## config.mk

```make
export PLATFORM = sky130hd
export DESIGN_NAME = axis_uart_tx_gen
export DESIGN_NICKNAME = d
export VERILOG_FILES = /design/src/rtl/axis_uart_tx_gen.sv
export SDC_FILE = /design/constraint.sdc
export NUM_CORES = 1
export LEC_CHECK = 0
export ABC_AREA = 1
export ABC_CLOCK_PERIOD_IN_PS = 4000
export BUFFER_PORTS_ARGS = -buffer_cell sky130_fd_sc_hd__buf_2
export CORE_UTILIZATION = 59
export DETAILED_ROUTE_END_ITERATION = 16
export PLACE_DENSITY = 0.78
export SYNTH_ARGS = -nofsm -noshare
export SYNTH_HDL_FRONTEND = slang
export SYNTH_SLANG_ARGS = --single-unit
```

## constraint.sdc

```tcl
create_clock -name aclk -period 4 [get_ports aclk]
set_clock_uncertainty 0.05 [all_clocks]
set_input_delay 0.6 -clock aclk [delete_from_list [all_inputs] [get_ports aclk]]
set_output_delay 0.6 -clock aclk [all_outputs]
set_load 0.05 [all_outputs]
```

## src/rtl/axis_uart_tx_gen.sv

```systemverilog
// AXI-Stream to UART serialiser: one accepted beat is sent as up to CHARS characters,
// with runtime baud divisor, optional parity, tkeep-selected characters and tlast framing.
module axis_uart_tx_gen #(
    parameter int AXI_DATA_WIDTH = 32,
    parameter int DATA_BITS      = 8,
    parameter int PARITY_MODE    = 1,
    parameter int STOP_BITS      = 1,
    parameter int BYTE_ORDER     = 0,
    parameter int DIV_WIDTH      = 16
) (
    input  logic                                  aclk,
    input  logic                                  areset,
    input  logic [DIV_WIDTH-1:0]                  baud_div,
    input  logic [AXI_DATA_WIDTH-1:0]             s_axis_tdata,
    input  logic [AXI_DATA_WIDTH/DATA_BITS-1:0]   s_axis_tkeep,
    input  logic                                  s_axis_tlast,
    input  logic                                  s_axis_tvalid,
    output logic                                  s_axis_tready,
    output logic                                  uart_tx,
    output logic                                  tx_busy,
    output logic                                  tx_done,
    output logic                                  frame_done
);

    localparam int CHARS = AXI_DATA_WIDTH / DATA_BITS;
    localparam int IDXW  = (CHARS > 1) ? $clog2(CHARS) : 1;
    localparam int BCW   = $clog2(DATA_BITS + 1);

    localparam logic [BCW-1:0]       LAST_DATA = BCW'(DATA_BITS - 1);
    localparam logic [BCW-1:0]       LAST_STOP = BCW'(STOP_BITS - 1);
    localparam logic [DIV_WIDTH-1:0] MIN_DIV   = DIV_WIDTH'(2);

    typedef enum logic [2:0] {
        IDLE,
        START,
        DATA,
        PARITY,
        STOP,
        DONE
    } state_t;

    // Next character: highest pending index for MSB-first, lowest for LSB-first.
    function automatic logic [IDXW-1:0] pick_char(input logic [CHARS-1:0] mask);
        logic [IDXW-1:0] r;
        r = '0;
        for (int i = 0; i < CHARS; i++) begin
            int k;
            k = (BYTE_ORDER == 0) ? i : (CHARS - 1 - i);
            if (mask[k]) r = IDXW'(k);
        end
        return r;
    endfunction

    function automatic logic [DATA_BITS-1:0] char_at(input logic [AXI_DATA_WIDTH-1:0] word,
                                                     input logic [IDXW-1:0]           idx);
        int base;
        base = int'(idx) * DATA_BITS;
        return word[base +: DATA_BITS];
    endfunction

    function automatic logic parity_of(input logic [DATA_BITS-1:0] c);
        return (^c) ^ (PARITY_MODE == 2);
    endfunction

    state_t                  state_q, state_d;
    logic [DIV_WIDTH-1:0]    baud_cnt_q, baud_cnt_d;
    logic [BCW-1:0]          bit_cnt_q, bit_cnt_d;
    logic [CHARS-1:0]        pend_q, pend_d;
    logic                    uart_tx_q, uart_tx_d;
    logic                    tready_q, tready_d;
    logic                    busy_q, busy_d;
    logic                    done_q, done_d;
    logic                    frame_q, frame_d;

    logic [AXI_DATA_WIDTH-1:0] tdata_q, tdata_d;
    logic                      tlast_q, tlast_d;
    logic [DIV_WIDTH-1:0]      div_q, div_d;
    logic [DATA_BITS-1:0]      char_q, char_d;
    logic                      par_q, par_d;

    logic [CHARS-1:0]          sel_mask;
    logic [AXI_DATA_WIDTH-1:0] sel_word;
    logic [IDXW-1:0]           sel_idx;
    logic [DATA_BITS-1:0]      sel_char;
    logic [CHARS-1:0]          sel_onehot;
    logic                      bit_tick;
    logic                      load_char;

    always_comb begin
        state_d    = state_q;
        baud_cnt_d = '0;
        bit_cnt_d  = bit_cnt_q;
        pend_d     = pend_q;
        tdata_d    = tdata_q;
        tlast_d    = tlast_q;
        div_d      = div_q;
        char_d     = char_q;
        par_d      = par_q;
        load_char  = 1'b0;

        // In IDLE the first character comes straight from the bus so START follows transfer.
        sel_mask = (state_q == IDLE) ? s_axis_tkeep : pend_q;
        sel_word = (state_q == IDLE) ? s_axis_tdata : tdata_q;
        sel_idx  = pick_char(sel_mask);
        sel_char = char_at(sel_word, sel_idx);
        for (int i = 0; i < CHARS; i++) begin
            sel_onehot[i] = (IDXW'(i) == sel_idx);
        end

        bit_tick = (baud_cnt_q == div_q - 1'b1);

        case (state_q)
            IDLE: begin
                if (s_axis_tvalid && tready_q) begin
                    tdata_d = s_axis_tdata;
                    tlast_d = s_axis_tlast;
                    div_d   = (baud_div < MIN_DIV) ? MIN_DIV : baud_div;
                    if (s_axis_tkeep == '0) begin
                        state_d = DONE;
                    end else begin
                        load_char = 1'b1;
                    end
                end
            end
            START: begin
                baud_cnt_d = bit_tick ? '0 : baud_cnt_q + 1'b1;
                if (bit_tick) begin
                    state_d   = DATA;
                    bit_cnt_d = '0;
                end
            end
            DATA: begin
                baud_cnt_d = bit_tick ? '0 : baud_cnt_q + 1'b1;
                if (bit_tick) begin
                    char_d = char_q >> 1;
                    if (bit_cnt_q == LAST_DATA) begin
                        bit_cnt_d = '0;
                        state_d   = (PARITY_MODE != 0) ? PARITY : STOP;
                    end else begin
                        bit_cnt_d = bit_cnt_q + 1'b1;
                    end
                end
            end
            PARITY: begin
                baud_cnt_d = bit_tick ? '0 : baud_cnt_q + 1'b1;
                if (bit_tick) begin
                    state_d   = STOP;
                    bit_cnt_d = '0;
                end
            end
            STOP: begin
                baud_cnt_d = bit_tick ? '0 : baud_cnt_q + 1'b1;
                if (bit_tick) begin
                    if (bit_cnt_q == LAST_STOP) begin
                        bit_cnt_d = '0;
                        if (pend_q != '0) begin
                            load_char = 1'b1;
                        end else begin
                            state_d = DONE;
                        end
                    end else begin
                        bit_cnt_d = bit_cnt_q + 1'b1;
                    end
                end
            end
            DONE: begin
                state_d = IDLE;
            end
            default: begin
                state_d = IDLE;
            end
        endcase

        if (load_char) begin
            state_d   = START;
            char_d    = sel_char;
            par_d     = parity_of(sel_char);
            pend_d    = sel_mask & ~sel_onehot;
            bit_cnt_d = '0;
        end

        // The line follows the current state, giving one cycle from transfer to start bit.
        case (state_q)
            START:   uart_tx_d = 1'b0;
            DATA:    uart_tx_d = char_q[0];
            PARITY:  uart_tx_d = par_q;
            default: uart_tx_d = 1'b1;
        endcase

        tready_d = (state_d == IDLE);
        busy_d   = (state_d == START) || (state_d == DATA) ||
                   (state_d == PARITY) || (state_d == STOP);
        done_d   = (state_d == DONE);
        frame_d  = (state_d == DONE) && tlast_d;
    end

    always_ff @(posedge aclk) begin
        if (areset) begin
            state_q    <= IDLE;
            baud_cnt_q <= '0;
            bit_cnt_q  <= '0;
            pend_q     <= '0;
            uart_tx_q  <= 1'b1;
            tready_q   <= 1'b0;
            busy_q     <= 1'b0;
            done_q     <= 1'b0;
            frame_q    <= 1'b0;
        end else begin
            state_q    <= state_d;
            baud_cnt_q <= baud_cnt_d;
            bit_cnt_q  <= bit_cnt_d;
            pend_q     <= pend_d;
            uart_tx_q  <= uart_tx_d;
            tready_q   <= tready_d;
            busy_q     <= busy_d;
            done_q     <= done_d;
            frame_q    <= frame_d;
        end
    end

    always_ff @(posedge aclk) begin
        tdata_q <= tdata_d;
        tlast_q <= tlast_d;
        div_q   <= div_d;
        char_q  <= char_d;
        par_q   <= par_d;
    end

    assign s_axis_tready = tready_q;
    assign uart_tx       = uart_tx_q;
    assign tx_busy       = busy_q;
    assign tx_done       = done_q;
    assign frame_done    = frame_q;

endmodule

```

==> flow_summary.json, run 1 <==
{
  "syn_inst": 693,
  "ant_nets": 0,
  "p_switching_uw": 608.9,
  "final_area_sq_mm": 0.005792,
  "syn_area_per_cell_sq_um": 7.616,
  "hold_class": "in -> reg",
  "synth_top_area_share_pct": 32.43,
  "crit_type": "reg -> reg",
  "fill_cells": 768,
  "wl_met3_microns": 711,
  "rows": 34,
  "first_pass_iters": 5,
  "clockBufferDepth": 2,
  "routed_via_density": 5.509,
  "cp_data_required_time_ps": 4080,
  "synth_area_leader_cell": "edfxtp_1",
  "postCtsHoldBufs": 0,
  "postCtsSetupRepairBufs": 0,
  "combPwrFrac_pct": 18.3,
  "clock_sinks": 90,
  "start_util_pct": 60.81,
  "overflow": 0,
  "multi_input_area_sq_mm": 0.002440,
  "setup_viol": 0,
  "ys_types": 44,
  "htreeDepth": 3,
  "area_growth_pct": 9.744,
  "vdd_drop_max_mv": 0.2074,
  "worstMarginPinSlew_ps": 680.4,
  "clockRootBuffer": "clkbuf_8",
  "path_cells": "inv_2, nand2_4, o21ai_4, nand2_2, inv_1, nand2_1, nor2_1, nor2_1, o21ai_1, inv_1, nand2_1, nand2_1, or2_1, nand2_1, inv_1, nand2_1, nand2_1",
  "top_layer": "met4",
  "die_y_microns": 96.58,
  "critPathArrivalTime_ps": 3170,
  "slowest_stage": "dfxtp_1",
  "hold_path.startpoint": "baud_div[14]",
  "grt_pass1_wl_microns": 19170,
  "drt_iter0_markers": 300,
  "cts_resized": 0,
  "worst_setup_path_start_kind": "flip-flop",
  "ys_warn_count": 0,
  "wl_met1_microns": 5390,
  "grt_max_degree": 50,
  "ys_seq_elements": 90,
  "track_usage_pct": 27.19,
  "grt_pass1_vias": 4303,
  "wl_per_cell_microns": 13.89,
  "die_x_microns": 96.58,
  "synth_area_sq_mm": 0.005278,
  "ys_seq_area_share_pct": 44.95,
  "drc": 0,
  "synth-main-ff-cell": "edfxtp_1",
  "vias": 4694,
  "r2r-start": "state_q[2]",
  "dpl_cell_area_sq_mm": 0.005604,
  "synth_edf_count": 57,
  "cp-end-kind": "flip-flop",
  "routed_wl_microns": 11830,
  "ios": 61,
  "layout-drive-gt1-share_pct": 16.40,
  "antenna_found_initial": 0,
  "crit_buf_inv": 4,
  "crit_family": "simple AND/OR/NAND/NOR gates",
  "cts_buffers": 9,
  "wl_met2_microns": 5433,
  "crit_path_frequent_cell": "nand2_1",
  "fmax_ghz": 0.3235,
  "synth_commonest_cells": "nand2_1 (188), inv_1 (84), nor2_1 (80), nand3_1 (64), edfxtp_1 (57)",
  "final_hold_viol_count": 0,
  "p_seq_share_pct": 51.9,
  "synth_area_leaders": "edfxtp_1 (32%), nand2_1 (13%), dfxtp_1 (13%)",
  "crit_path_max_incr_delay_ps": 350,
  "status": "finished clean",
  "p_int_mw": 1.439,
  "portBuffers": 60,
  "post-dp-hpwl_microns": 8916,
  "tns_ps": 0,
  "switching_share_pct": 29.74,
  "slew_viol_final": 0,
  "synthArstFlopShare_pct": 0,
  "seq_area_sq_mm": 0.002372,
  "slew_headroom_pct": 54.51,
  "syn_nets": 753,
  "core-area_sq_mm": 0.008678,
  "p_leak_nw": 2.567,
  "yosysMostFrequentCell": "nand2_1",
  "maxCapViolCount": 0,
  "critical_path.max_fanout": 36,
  "diodes": 0,
  "clkSlewWorstSetupHoldPaths_ps": 90,
  "clockPowerShare_pct": 29.7,
  "period_share_pct": 77.28,
  "layout.nets": 799,
  "gp_congestion": 0.9226,
  "cp-startpoint": "state_q[2]",
  "rsz0062_at_grt": "no",
  "clk_latency_ps": 360,
  "power.density_mw_per_mm2": 353.5,
  "die_area_sq_mm": 0.009328,
  "period_minus_slack_ps": 3091,
  "cts_tree": "done"
}
## cell type report
cell class	instances	share of cell area (%)
tap	108	2.333
sequential	90	40.96
multi-input combinational	486	42.13
inverter	89	5.768
clock buffer	11	2.636
timing repair buffer	63	5.574
clock inverter	5	0.6049
## placed cells by master, fill, tap and decap left out, drive strengths merged, types with 6 or more instances in the layout
cell,synthesis,routed
a21oi,21,21
nand4,13,13
clkbuf,19,11
xor2,8,8
nor2,93,93
inv,87,90
nand3,66,66
nor4,6,6
mux2,9,9
dfxtp,33,33
nand2,196,196
nor3,15,15
buf,9,63
o21ai,23,23
edfxtp,57,57
xnor2,8,8
## worst paths after layout
check	slack, ps	to	depth (start not counted)
worst min register to register	420	baud_cnt_q[0]	1
worst max-delay path	910	par_q	17
worst min-delay path	370	div_q[14]	1
worst max register to register	910	par_q	17
## worst reg2reg max path, stage by stage (launching register included)
cell and delay, ps:
dfxtp_1 350, inv_2 350, nand2_4 330, o21ai_4 340, nand2_2 240, inv_1 100, nand2_1 160, nor2_1 170
nor2_1 60, o21ai_1 100, inv_1 80, nand2_1 60, nand2_1 50, or2_1 220, nand2_1 70, inv_1 40
nand2_1 50, nand2_1 40
## sequential cells by signal, indices dropped and copies added, names as in the netlist, 3 cells and up
register    count
bit_cnt_q       4
div_q          16
baud_cnt_q     16
pend_q          4
char_q          8
tdata_q        32
state_q         3
## metal layers
| metal | up-vias | track usage [%] |
|---|---|---|
| met1 | 2134 | 37.22 |
| met5 | - | 0 |
| met3 | 34 | 4.225 |
| met4 | 0 | 11.76 |
| met2 | 182 | 42.84 |
| li1 | 2344 | - |
## cell families (layout without fill, tap and decap cells)
logic type | after synthesis | after routing | synth area share [%]
adder cells (fa/ha/maj) | 4 | 4 | 0.9484
multiplexers | 9 | 9 | 1.920
flip-flops | 90 | 90 | 44.95
buffers and inverters | 117 | 168 | 8.819
AO/OA/AOI/OAI | 57 | 57 | 6.307
AND/OR/NAND/NOR | 400 | 400 | 34.40
XOR/XNOR | 16 | 16 | 2.655
## power by group through the flow
stage,Clock (mW),Sequential (mW),Combinational (mW)
2_1_floorplan,0,1.09,0.273
3_3_place_gp,0,1.08,0.360
3_5_place_dp,0,1.08,0.371
4_1_cts,0.613,1.06,0.374
5_1_grt,0.647,1.07,0.425
6_report,0.608,1.06,0.376
## per-stage QoR
stage | total power, mW | worst slack (ps) | util, % | hold WS (ps) | std cells
floorplan | 1.361 | 736.3 | - | 379.7 | 693
detailed placement | 1.455 | 967.7 | 64.58 | 402.0 | 836
global placement | 1.444 | 1081 | 64.58 | 399.2 | 836
finish | 2.047 | 908.9 | 66.74 | 371.0 | 852
global route | 2.141 | 579.0 | 66.74 | 357.5 | 852
CTS | 2.050 | 946.2 | 66.74 | 360.0 | 852
(Power assumes the default switching activity.)
==> run 2: changes to the inputs <==
- ABC_CLOCK_PERIOD_IN_PS: 4000 -> 2470
- CORE_UTILIZATION: 59 -> 53
- PLACE_DENSITY: 0.78 -> 0.74
- clock period: 4 -> 2.47 ns (I/O delays scaled with it)
==> flow_summary.json, run 2 (same netlist as run 1, synthesis figures left out) <==
{
  "status": "finished clean",
  "crit_family": "simple AND/OR/NAND/NOR gates",
  "wl_met1_microns": 5486,
  "overflow": 0,
  "vias": 4844,
  "drt_iter0_markers": 242,
  "cts_buffers": 9,
  "worst_setup_path_start_kind": "flip-flop",
  "wl_met3_microns": 682,
  "diodes": 0,
  "cp-end-kind": "flip-flop",
  "clk_latency_ps": 370,
  "crit_path_max_incr_delay_ps": 410,
  "portBuffers": 60,
  "reg2regPathDepth": 17,
  "die_area_sq_mm": 0.01036,
  "rsz0062_at_grt": "yes",
  "place_ws_ps": -49.38,
  "grt_max_degree": 50,
  "routed_via_density": 5.300,
  "final_hold_viol_count": 0,
  "fmax_ghz": 0.4112,
  "ios": 61,
  "layout.nets": 836,
  "area_growth_pct": 20.48,
  "crit_path_frequent_cell": "nor2_1",
  "largest_register_ffs": 32,
  "antenna_found_initial": 0,
  "critical_path.max_fanout": 6,
  "post-dp-hpwl_microns": 9294,
  "clock_sinks": 90,
  "routed_wl_microns": 12570,
  "gp_congestion": 0.8900,
  "cp_data_required_time_ps": 2690,
  "period_share_pct": 98.46,
  "slowest_stage": "edfxtp_1",
  "whs_path_depth": 1,
  "r2r-start": "div_q[1]",
  "track_usage_pct": 24.99,
  "start_util_pct": 54.24,
  "cts_tree": "done",
  "cp-startpoint": "div_q[1]",
  "wl_met2_microns": 6064,
  "drc": 0,
  "maxCapViolCount": 0,
  "ant_nets": 0,
  "die_y_microns": 101.8,
  "layout-drive-gt1-share_pct": 25.86,
  "core-area_sq_mm": 0.009729,
  "crit_path_end": "tx_busy",
  "hold_ws_ps": 135.8,
  "regMostFlops": "tdata_q",
  "tns_ps": 0,
  "worstSetupPathDepth": 17,
  "timing.final.ws_setup_ps": 37.97,
  "finalPower_mw": 3.503,
  "rows": 36,
  "critPathArrivalTime_ps": 2650,
  "crit_buf_inv": 3,
  "mostFrequentLayoutCells": "nand2_1 (174), inv_1 (79), nor2_1 (68)",
  "clockRootBuffer": "clkbuf_8",
  "grt_pass1_wl_microns": 19920,
  "grt_pass1_vias": 4497,
  "clkSlewWorstSetupHoldPaths_ps": 100,
  "r2r_slack_ps": 40,
  "first_pass_iters": 5,
  "period_minus_slack_ps": 2432,
  "vdd_drop_max_mv": 0.2897,
  "p_leak_nw": 2.789,
  "r2r-end": "tx_busy",
  "die_x_microns": 101.8,
  "slew_headroom_pct": 65.13,
  "path_cells": "buf_4, nor2_4, nand2_4, nor2_8, buf_6, buf_4, nand3_1, nand2_2, nor2_1, nand3_2, nor2_1, nor2_1, nor2_1, nor2_2, nand4_1, nand2_1, nor2_1",
  "postCtsHoldBufs": 0,
  "slew_viol_final": 0,
  "htreeDepth": 3,
  "mostFrequentLayoutCell": "nand2_1",
  "fill_cells": 832,
  "top_layer": "met4",
  "crit_type": "reg -> reg",
  "hold_class": "in -> reg",
  "reg.largest.list": "tdata_q x32, baud_cnt_q x16, div_q x16",
  "power.density_mw_per_mm2": 550.9,
  "worstMarginPinSlew_ps": 518.3,
  "wl_per_cell_microns": 13.75,
  "clockBufferDepth": 2,
  "setup_viol": 0
}
[run 2: cell type report]
class	count	area, sq um	share of cell area (%)
clock buffers	10	127.6	2.007
clock inverters	6	65.06	1.023
inverters	89	345.3	5.431
multi-input cells	486	2608	41.01
flip-flops and latches	90	2374	37.33
well taps	133	166.4	2.617
repair buffers	100	673.1	10.59
[run 2: power breakdown]
group / internal [mW] / total, mW / switching, mW
clock: 0.472 / 1.02 / 0.550
sequential: 1.69 / 1.72 / 0.0331
combinational: 0.299 / 0.761 / 0.462
total: 2.46 / 3.50 / 1.05
[run 2: worst min-delay path by stage]
stage	start	endpoint	slack, ps
after floorplan	baud_cnt_q[0]	baud_cnt_q[0]	380
after global routing	s_axis_tdata[25]	tdata_q[25]	120
after detailed placement	pend_q[3]	pend_q[3]	400
after CTS	baud_div[6]	div_q[6]	120
final	baud_div[6]	div_q[6]	140
after global placement	baud_cnt_q[0]	baud_cnt_q[0]	400
[run 2: per-stage QoR]
step,util [%],cells,cell area [sq um]
floorplan,-,693,5293
global placement,60.47,886,5883
detailed placement,60.47,886,5883
CTS,62.95,904,6125
global route,65.35,914,6359
finish,65.35,914,6359
[run 2: worst register-to-register path, stage by stage, from the launching register on]
cell and delay [ps]:
edfxtp_1 410, buf_4 160, nor2_4 180, nand2_4 110, nor2_8 140, buf_6 130, buf_4 100, nand3_1 80
nand2_2 110, nor2_1 60, nand3_2 90, nor2_1 60, nor2_1 80, nor2_1 50, nor2_2 200, nand4_1 180
nand2_1 110, nor2_1 40
[run 2: what timing repair did]
item                                    in CTS  in global routing
hold endpoints to repair                     0                  0
resized for setup                            8                 57
pin swaps                                    1                 35
endpoints found under the setup margin      18                 30
setup buffers                                2                 12
[run 2: routing by layer]
layer,GRT usage (%),vias up
li1,-,2409
met1,31.17,2241
met2,42.05,165
met3,4.693,29
met4,11.37,0
met5,0,-
